## src/rtl/seg_scan_mux.sv

```systemverilog
// Time-multiplexed 8-digit 7-segment scanner with per-slot blanking,
// running-player decimal point and end-of-game whole-display blink.
module seg_scan_mux #(
  parameter int REFRESH_DIV  = 32'd12500,
  parameter int BLANK_CYC    = 32'd16,
  parameter int BLINK_FRAMES = 32'd64,
  parameter int ACTIVE_LOW   = 32'd1
) (
  input  logic       CLK,
  input  logic       CLR,
  input  logic       CE,
  input  logic [6:0] seg0_0,
  input  logic [6:0] seg0_1,
  input  logic [6:0] seg0_2,
  input  logic [6:0] seg0_3,
  input  logic [6:0] seg1_0,
  input  logic [6:0] seg1_1,
  input  logic [6:0] seg1_2,
  input  logic [6:0] seg1_3,
  input  logic       ACTIVE_P1,
  input  logic       ACTIVE_P2,
  input  logic       BLINK_EN,
  output logic [6:0] SEG_OUT,
  output logic       DP_OUT,
  output logic [7:0] AN,
  output logic [2:0] SCAN_IDX
);

  localparam int SW = $clog2(REFRESH_DIV);
  localparam int FW = $clog2(BLINK_FRAMES + 32'd1);
  localparam logic [SW-1:0] SLOT_LAST  = SW'(REFRESH_DIV - 32'd1);
  localparam logic [SW-1:0] BLANK_V    = SW'(BLANK_CYC);
  localparam logic [FW-1:0] FRAME_LAST = FW'(BLINK_FRAMES - 32'd1);
  localparam logic          POL        = (ACTIVE_LOW != 32'd0) ? 1'b1 : 1'b0;

  logic [SW-1:0] slot_cnt_r;
  logic [2:0]    idx_r;
  logic [FW-1:0] frame_cnt_r;
  logic          blink_ph_r;
  logic [6:0]    cap_r;
  logic [6:0]    seg_out_r;
  logic          dp_out_r;
  logic [7:0]    an_r;
  logic [2:0]    scan_idx_r;

  logic [6:0]    sel_s;
  logic          lit_s;
  logic          en_s;
  logic [7:0]    an_nxt_s;
  logic [6:0]    seg_nxt_s;
  logic          dp_nxt_s;

  // Select the digit pattern addressed by the current scan index
  always_comb begin
    sel_s = 7'd0;
    case (idx_r)
      3'd0:    sel_s = seg0_0;
      3'd1:    sel_s = seg0_1;
      3'd2:    sel_s = seg0_2;
      3'd3:    sel_s = seg0_3;
      3'd4:    sel_s = seg1_0;
      3'd5:    sel_s = seg1_1;
      3'd6:    sel_s = seg1_2;
      3'd7:    sel_s = seg1_3;
      default: sel_s = 7'd0;
    endcase
  end

  // Next output values in active-high form, derived from the present counter state
  always_comb begin
    lit_s     = (slot_cnt_r >= BLANK_V);
    en_s      = lit_s && !(BLINK_EN && blink_ph_r);
    an_nxt_s  = 8'd0;
    seg_nxt_s = 7'd0;
    dp_nxt_s  = 1'b0;
    if (en_s) begin
      an_nxt_s = 8'd1 << idx_r;
      dp_nxt_s = ((idx_r == 3'd1) && ACTIVE_P1) || ((idx_r == 3'd5) && ACTIVE_P2);
    end else begin
      an_nxt_s = 8'd0;
      dp_nxt_s = 1'b0;
    end
    if (lit_s) begin
      seg_nxt_s = cap_r;
    end else begin
      seg_nxt_s = 7'd0;
    end
  end

  // Slot, digit, frame and blink counters plus the per-slot pattern capture
  always_ff @(posedge CLK) begin
    if (CLR) begin
      slot_cnt_r  <= '0;
      idx_r       <= 3'd0;
      frame_cnt_r <= '0;
      blink_ph_r  <= 1'b0;
      cap_r       <= 7'd0;
    end else if (CE) begin
      if (slot_cnt_r == '0) begin
        cap_r <= sel_s;
      end
      if (slot_cnt_r == SLOT_LAST) begin
        slot_cnt_r <= '0;
        idx_r      <= idx_r + 3'd1;
        if (idx_r == 3'd7) begin
          if (frame_cnt_r == FRAME_LAST) begin
            frame_cnt_r <= '0;
            blink_ph_r  <= ~blink_ph_r;
          end else begin
            frame_cnt_r <= frame_cnt_r + {{(FW-1){1'b0}}, 1'b1};
          end
        end
      end else begin
        slot_cnt_r <= slot_cnt_r + {{(SW-1){1'b0}}, 1'b1};
      end
    end
  end

  // Registered, polarity-converted display outputs
  always_ff @(posedge CLK) begin
    if (CLR) begin
      seg_out_r  <= {7{POL}};
      dp_out_r   <= POL;
      an_r       <= {8{POL}};
      scan_idx_r <= 3'd0;
    end else if (CE) begin
      seg_out_r  <= seg_nxt_s ^ {7{POL}};
      dp_out_r   <= dp_nxt_s ^ POL;
      an_r       <= an_nxt_s ^ {8{POL}};
      scan_idx_r <= idx_r;
    end
  end

  assign SEG_OUT  = seg_out_r;
  assign DP_OUT   = dp_out_r;
  assign AN       = an_r;
  assign SCAN_IDX = scan_idx_r;

endmodule

```

## config.mk

```make
export PLATFORM = sky130hd
export DESIGN_NAME = seg_scan_mux
export DESIGN_NICKNAME = d
export VERILOG_FILES = /design/src/rtl/seg_scan_mux.sv
export SDC_FILE = /design/constraint.sdc
export NUM_CORES = 1
export LEC_CHECK = 0
export ABC_AREA = 0
export BUFFER_PORTS_ARGS = -buffer_cell sky130_fd_sc_hd__buf_4
export CORE_MARGIN = 3
export CORE_UTILIZATION = 50
export CTS_CLUSTER_SIZE = 30
export DETAILED_ROUTE_END_ITERATION = 7
export GPL_TIMING_DRIVEN = 0
export PLACE_DENSITY = 0.82
export SYNTH_ARGS = -nofsm -noshare
export SYNTH_HDL_FRONTEND = slang
export SYNTH_SLANG_ARGS = --single-unit
```

## constraint.sdc

```tcl
create_clock -name CLK -period 3.2 [get_ports CLK]
set_input_delay 0.96 -clock CLK [delete_from_list [all_inputs] [get_ports CLK]]
set_output_delay 0.96 -clock CLK [all_outputs]
set_load 0.01 [all_outputs]
```

Yosys cells after proc, flatten, opt, wreduce, memory -nomap -nowiden --
Index checks and enable logic that the tools add are counted.
Storage, ports and cells: register bits after elaboration 51, word-level logic and storage cells 45, input bits 62
Cells by class: $add $sub $neg 3, eq/ne operators 9, shift-type cells 1, bitwise gates (word level) 4, reductions and logical operators 12, $lt $le $gt $ge 1, mux-type cells 6
Operators with widths (number):
- one-hot mux 7 bit (8 select lines) | 1
- adder 14 x 1 -> 14 bit, second input constant | 1
- == test 14 bit, second input constant | 1
- greater-or-equal comparator 14 x 5 -> 1 bit, second input constant | 1
- zero test 14 bit | 1
- two-way mux 14 bit | 1
- two-way mux 7 bit | 2
- == test 3 bit, second input constant | 4
- two-way mux 8 bit | 1
- NOT 8 bit | 1
- << shifter 1 x 3 -> 8 bit, first input constant | 1
- adder 7 x 1 -> 7 bit, second input constant | 1
- == test 7 x 6 -> 1 bit, second input constant | 1
- NOT 7 bit | 1
- == test 3 x 2 -> 1 bit, second input constant | 2
- logical AND 1 bit | 4
- AND reduction 2 bit | 2
- AND reduction 4 bit | 1
- adder 3 x 1 -> 3 bit, second input constant | 1
- == test 3 x 1 -> 1 bit, second input constant | 1
- zero test 3 bit | 1
- AND reduction 3 bit | 1
- NOT 1 bit | 2
- zero test 1 bit | 1
- 2 further kinds | 2

Longest topological paths before layout --
Gate-level depths: netlist of the first run.
depth in word-level cells 5, depth in mapped cells 9

Least setup slack after synthesis of the first run --
No wires, ideal clock.
path type register -> register, start point reg idx_r[2], end point reg cap_r[0], stages on the path, launching flop included 10, clock period less this slack 2481 ps, setup time 138 ps, path buffers 3, slack 719 ps, arrival time 2343 ps, cell sequence dfxtp_1 clkbuf_1 inv_1 ha_1 clkbuf_1 or4_1 nor2_1 or3_1 buf_2 o221ai_1
On the way: longest elaborated chain between the ends 2, elaborated cells between the ends (all ways) 9
RTL lines:
- from (decl) | RTL line 37 | logic [2:0] idx_r;
- from (signal assigned) | RTL line 104 | idx_r <= idx_r + 3'd1;
- == test 3 bit, or another cell as far along | RTL line 56 | case (idx_r)
- one-hot mux 7 bit (8 select lines) (*) | RTL line 56
- to (signal assigned) | RTL line 100 | cap_r <= sel_s;
- to (decl) | RTL line 40 | logic [6:0] cap_r;
Every way passes the cells marked *; elsewhere a longest branch is shown, timed or not. A chain may end at the register's enable or synchronous reset.

Worst setup path after layout of the first run --
start point reg idx_r[2], end point reg cap_r[3]
Same word-level chain as after synthesis.

==> results of run 1 <==
## metal layers
layer  GRT usage (%)  up-vias  routed length, microns
met3           4.358        8                     488
met5               0        -                       0
li1                -     1263                       -
met2           40.24       82                    3556
met4           6.993        0                      86
met1           30.86     1218                    3047
## kinds of logic after synthesis
logic type / synth area share [%]
multiplexers: 5.121
AO/OA/AOI/OAI: 15.88
buffers and inverters: 4.267
AND/OR/NAND/NOR: 27.12
flip-flops: 38.69
adder cells (fa/ha/maj): 4.268
XOR/XNOR: 4.647
## registers in the layout, summed over array words and instances, names as in the netlist
register / count
slot_cnt_r: 14
AN: 8
SEG_OUT: 7
cap_r: 7
frame_cnt_r: 7
SCAN_IDX: 3
idx_r: 3
DP_OUT: 1
blink_ph_r: 1
## repair_timing
item,CTS,global route
setup endpoints to repair,0,7
buffers inserted,0,0
gates resized for setup,0,1
## layout make-up
class | instances | area (sq um) | share of cell area [%]
clock inverter | 2 | 37.54 | 1.094
sequential | 51 | 1021 | 29.75
timing repair buffer | 80 | 600.6 | 17.50
inverter | 8 | 30.03 | 0.8750
tap | 67 | 83.83 | 2.443
multi-input combinational | 220 | 1508 | 43.93
buffer | 19 | 82.58 | 2.406
clock buffer | 5 | 68.82 | 2.005
## power by group
part,internal (mW),leakage [nW],switching [mW]
sequential,0.644,0.413,0.00781
combinational,0.0728,0.841,0.0489
clock,0.229,0.0502,0.216
total,0.946,1.30,0.272
## per-stage QoR
stage          hold WS, ps  cell area [sq um]
6_report             477.3               3432
4_1_cts              477.0               3430
2_1_floorplan        452.4               2639
3_3_place_gp         459.1               3323
3_5_place_dp         464.6               3323
5_1_grt              492.3               3432
## worst max path at each step
stage | startpoint | end | slack, ps | cells past startpoint
after detailed placement | idx_r[2] | cap_r[2] | 140 | 9
after global placement | idx_r[2] | cap_r[0] | 150 | 9
after global routing | idx_r[2] | cap_r[2] | 30 | 9
after floorplan | idx_r[2] | cap_r[0] | 720 | 9
after CTS | idx_r[2] | cap_r[3] | 110 | 9
final | idx_r[2] | cap_r[3] | 210 | 9
## placed cells by master, fill, tap and decap left out, drive strengths merged, types with 7 or more instances in the layout
cell / n
a221oi: 8
nand2: 14
a21oi: 16
inv: 8
nand3b: 14
mux2i: 9
dfxtp: 51
o221ai: 7
clkbuf: 19
nor2: 40
or2: 9
ha: 9
xnor2: 11
a31oi: 10
buf: 85
==> metrics.csv, run 1 <==
stage;metric;value;unit
synthesis;avgSynthCellArea;8.855;sq um
setup_path;path_delay_family;simple AND/OR/NAND/NOR gates;
pwr;powerDensity;354.9;mW/mm^2
route;first_iter_violations;112;
setup_path;worst-path-buf-inv;4;
synthesis;synth_edf_count;0;
route;vias_per_cell;5.688;
timing;setup_viol;0;
cts;htreeDepth;2;
cts;clock-sinks;51;
route;firstDrtPassIters;4;
floorplanning;io_pins;81;
setup_path;crit_path_start_kind;flop;
timing;layout_setup_ws;212.8;ps
synthesis;yosysTopAreaCellShare;38.69;%
synthesis;synthFlopType;dfxtp_1;
floorplanning;num_rows;25;
synthesis;synthTopCellsByCount;51 x dfxtp_1, 40 x nor2_1, 16 x a21oi_1;
setup_path;endpoint_kind;flop;
setup_path;critPathMostFrequentCell;clkbuf_1;
timing;tightest_slew;539.7;ps
synthesis;synth-seq-area-share;38.69;%
route;routedWlPerCell;15.88;microns
synthesis;yosysWarnings;0;
floorplanning;start_util;53.73;%
global_route;antenna_found_initial;0;
setup_path;r2r_setup_slack;210;ps
layout;synthToLayoutAreaGrowth;30.06;%
timing;tns;0;ps
global_route;track_usage;23.84;%
worst_hold_path;worstHoldStart;frame_cnt_r[6];
floorplanning;die_y;78.65;microns
synthesis;synth-seq-cells;51;
setup_path;crit_path_max_incr_delay;620;ps
worst_hold_path;hp-class;reg2reg;
route;finalWirelength;7.178;mm
floorplanning;die_w;78.65;microns
timing;finalMaxSlewViolations;0;
global_route;grt_max_degree;16;
layout;fin_cells;452;
timing;slew_headroom;64.02;%
status;status;completed;
timing;post-route-min-period;2987;ps
route;drc_errors;0;
place;post-place-ws;142.3;ps
job;cap_viol_max_count;0;
timing;fin_skew;7.728;ps
setup_path;cp_data_arrival_time;3150;ps
worst_hold_path;whs_path_depth;1;
synthesis;syn-num-nets;369;
synthesis;synth_cell_types;46;
cts;postCtsHoldBufs;0;
layout;nNetsFinal;456;
layout;fin_util;69.89;%
pwr;ir_worst_vdd;210.4;uV
timing;rsz0062_at_grt;no;
place;port_buffers;80;
layout;fillers;415;
setup_path;cp_max_fo;10;
setup_path;path_cells;clkbuf_1 -> inv_1 -> ha_1 -> clkbuf_1 -> or4_1 -> nor2_2 -> or3_1 -> buf_2 -> o221ai_1;
place;gp_congestion;0.9083;
worst_hold_path;hold-path-endpoint;frame_cnt_r[6];
layout;drive_gt1_share;29.35;%
synthesis;synth_most_common_cell;dfxtp_1;
synthesis;synth_area_leaders;dfxtp_1 39%, nor2_1 5.7%, ha_1 4.3%;
route;final_antenna_net_count;0;
setup_path;critPathKind;reg2reg;
synthesis;yosys.area.top_type;dfxtp_1;
timing;hold_violations;0;
setup_path;critPathSlowestCell;or4_1;
cts;root_buffer;clkbuf_8;
pwr;p_total;1.218;mW
synthesis;netlist_area;0.002639;sq mm
route;num_vias;2571;
setup_path;timing.rr.start;idx_r[2];
timing;fmax;334.8;MHz
cts;clkLatencyLatePin;300;ps
timing;post-route-period-util;93.35;%
setup_path;r2r_end;cap_r[3];
synthesis;async_reset_ff_share;0;%
global_route;grt_overflow;0;
place;dp_hpwl;5.470;mm
setup_path;crit_required;3370;ps
layout;diodes;0;
place;post-place-cells;445;
global_route;grt_pass1_vias;2467;
pwr;p_leak;1.304;nW
cts;cts_tree;done;
cts;numCtsBuffers;5;
cts;clk_pin_slew;90;ps
synthesis;synthCells;298;
floorplanning;die_area;0.006185;sq mm
cts;clockBufferDepth;2;
global_route;grt_pass1_wl;11.85;mm
setup_path;ff2ff_path_depth;9;
floorplanning;core;0.004911;sq mm
Power figures use the tool's default switching activity.
==> run 2: changes to the inputs <==
GPL_ROUTABILITY_DRIVEN = 0   (was default)
SETUP_SLACK_MARGIN = 0.3   (was default)
==> metrics.csv, run 2 (synthesis gave the netlist of run 1 again) <==
stage;metric;value;unit;change
cts;postCtsHoldBufs;0;;unchanged
floorplanning;io_pins;81;;unchanged
timing;fmax;372.5;MHz;was 334.8 MHz
cts;cts_tree;done;;unchanged
global_route;grt_pass1_vias;2415;;was 2467
global_route;grt_overflow;0;;unchanged
route;drc_errors;0;;unchanged
floorplanning;num_rows;25;;unchanged
global_route;track_usage;23.37;%;was 23.84%
setup_path;endpoint_kind;flop;;unchanged
layout;largest_reg_flops;14;;unchanged
place;post-place-cells;445;;unchanged
timing;finalMaxSlewViolations;0;;unchanged
timing;post-route-period-util;83.89;%;was 93.35%
floorplanning;core;0.004911;sq mm;unchanged
layout;diodes;0;;unchanged
layout;fin_cells;453;;was 452
pwr;powerDensity;335.5;mW/mm^2;was 354.9 mW/mm^2
timing;hold_violations;0;;unchanged
layout;nNetsFinal;456;;unchanged
timing;post-route-min-period;2684;ps;was 2987 ps
setup_path;cp_max_fo;10;;unchanged
cts;clk_pin_slew;90;ps;about the same
layout;fillers;421;;was 415
cts;post_cts_buffers;0;;unchanged
route;routedWlPerCell;15.93;microns;was 15.88 microns
layout;final_cell_mix;80 x buf_4, 51 x dfxtp_1, 39 x nor2_1, 16 x a21oi_1;;unchanged
floorplanning;die_area;0.006185;sq mm;unchanged
layout;largest_register;slot_cnt_r;;unchanged
setup_path;crit_path_start_kind;flop;;unchanged
cts;clkLatencyLatePin;300;ps;about the same
route;first_iter_violations;129;;was 112
floorplanning;die_y;78.65;microns;unchanged
timing;setup_viol;0;;unchanged
layout;fin_util;69.66;%;was 69.89%
route;vias_per_cell;5.673;;was 5.688
global_route;grt.busiest_layer;met2;;unchanged
cts;root_buffer;clkbuf_8;;unchanged
floorplanning;start_util;53.73;%;unchanged
cts;clock-sinks;51;;unchanged
timing;tns;0;ps;unchanged
worst_hold_path;hp-class;reg2reg;;unchanged
floorplanning;die_w;78.65;microns;unchanged
global_route;use_met3;5.390;%;was 4.358%
pwr;p_total;1.148;mW;was 1.218 mW
layout;mostFrequentLayoutCell;buf_4;;unchanged
global_route;use_met2;39.81;%;was 40.24%
pwr;p_leak;1.302;nW;was 1.304 nW
status;status;completed;;unchanged
job;cap_viol_max_count;0;;unchanged
timing;slew_headroom;61.78;%;was 64.02%
setup_path;cp_data_arrival_time;2850;ps;was 3150 ps
cts;numCtsBuffers;5;;unchanged
global_route;grt_max_degree;17;;was 16
setup_path;crit_required;3370;ps;about the same
global_route;met1_usage;29.56;%;was 30.86%
layout;synthToLayoutAreaGrowth;29.63;%;was 30.06%
cts;htreeDepth;2;;unchanged
route;num_vias;2570;;was 2571
timing;fin_skew;5.945;ps;was 7.728 ps
place;port_buffers;80;;unchanged
place;dp_hpwl;5.415;mm;was 5.470 mm
setup_path;critPathKind;reg2reg;;unchanged
route;firstDrtPassIters;4;;unchanged
global_route;antenna_found_initial;0;;unchanged
route;final_antenna_net_count;0;;unchanged
cts;clockBufferDepth;2;;unchanged
global_route;grt_pass1_wl;11.54;mm;was 11.85 mm
route;finalWirelength;7.216;mm;was 7.178 mm
pwr;ir_worst_vdd;252.8;uV;was 210.4 uV
timing;whs;476.4;ps;was 477.3 ps
timing;rsz0062_at_grt;no;;unchanged
layout;drive_gt1_share;29.53;%;was 29.35%
timing;tightest_slew;573.4;ps;was 539.7 ps
-- run 2: cell types whose count changed in the layout (fill, tap and decap cells not counted) --
cell and delta:
nor2_4 +1, clkbuf_2 +1, nor2_2 -1, inv_6 +1
bufinv_16 -1
-- run 2: per-stage QoR --
stage,cell area (sq um),setup slack [ps]
after CTS,3416,427.8
after global routing,3421,325.3
final,3421,515.5
after detailed placement,3323,51.58
after floorplan,2639,719.2
after global placement,3323,148.3
-- run 2: worst max-delay path: stages, from the launching register on --
cell	delay [ps]
dfxtp_1	340
clkbuf_2	250
inv_1	190
ha_1	250
clkbuf_1	220
or4_1	630
nor2_4	210
or3_1	130
buf_2	160
o221ai_1	160
-- run 2: layout make-up --
cell class              instances  area [sq um]  area share, %
plain buffers                  19         83.83          2.451
repair buffers                 80         600.6          17.56
well taps                      67         83.83          2.451
clock buffers                   6         72.57          2.121
multi-input cells             220          1513          44.22
clock inverters                 2         16.27         0.4755
inverters                       8         30.03         0.8778
flip-flops and latches         51          1021          29.85
-- run 2: what timing repair did --
item	in CTS	in global routing
resized for setup	2	1
hold endpoints to repair	0	0
endpoints found under the setup margin	7	7
cloned	0	0
-- run 2: final timing paths --
check	from	to	cells after the start	slack, ps
min	frame_cnt_r[6]	frame_cnt_r[6]	1	480
max reg2reg	idx_r[2]	cap_r[3]	9	520
min reg2reg	frame_cnt_r[6]	frame_cnt_r[6]	1	480
max	idx_r[2]	cap_r[3]	9	520
-- run 2: metal layers --
metal / vias up / part of all wire, %
li1: 1262 / -
met1: 1217 / 43
met2: 84 / 48
met3: 7 / 7.1
met4: 0 / 1.2
met5: - / 0
-- run 2: power by group --
group | switching, mW | leakage [nW] | internal [mW]
clock | 0.216 | 0.0418 | 0.157
combinational | 0.0497 | 0.847 | 0.0727
sequential | 0.00745 | 0.413 | 0.644
total | 0.273 | 1.30 | 0.874
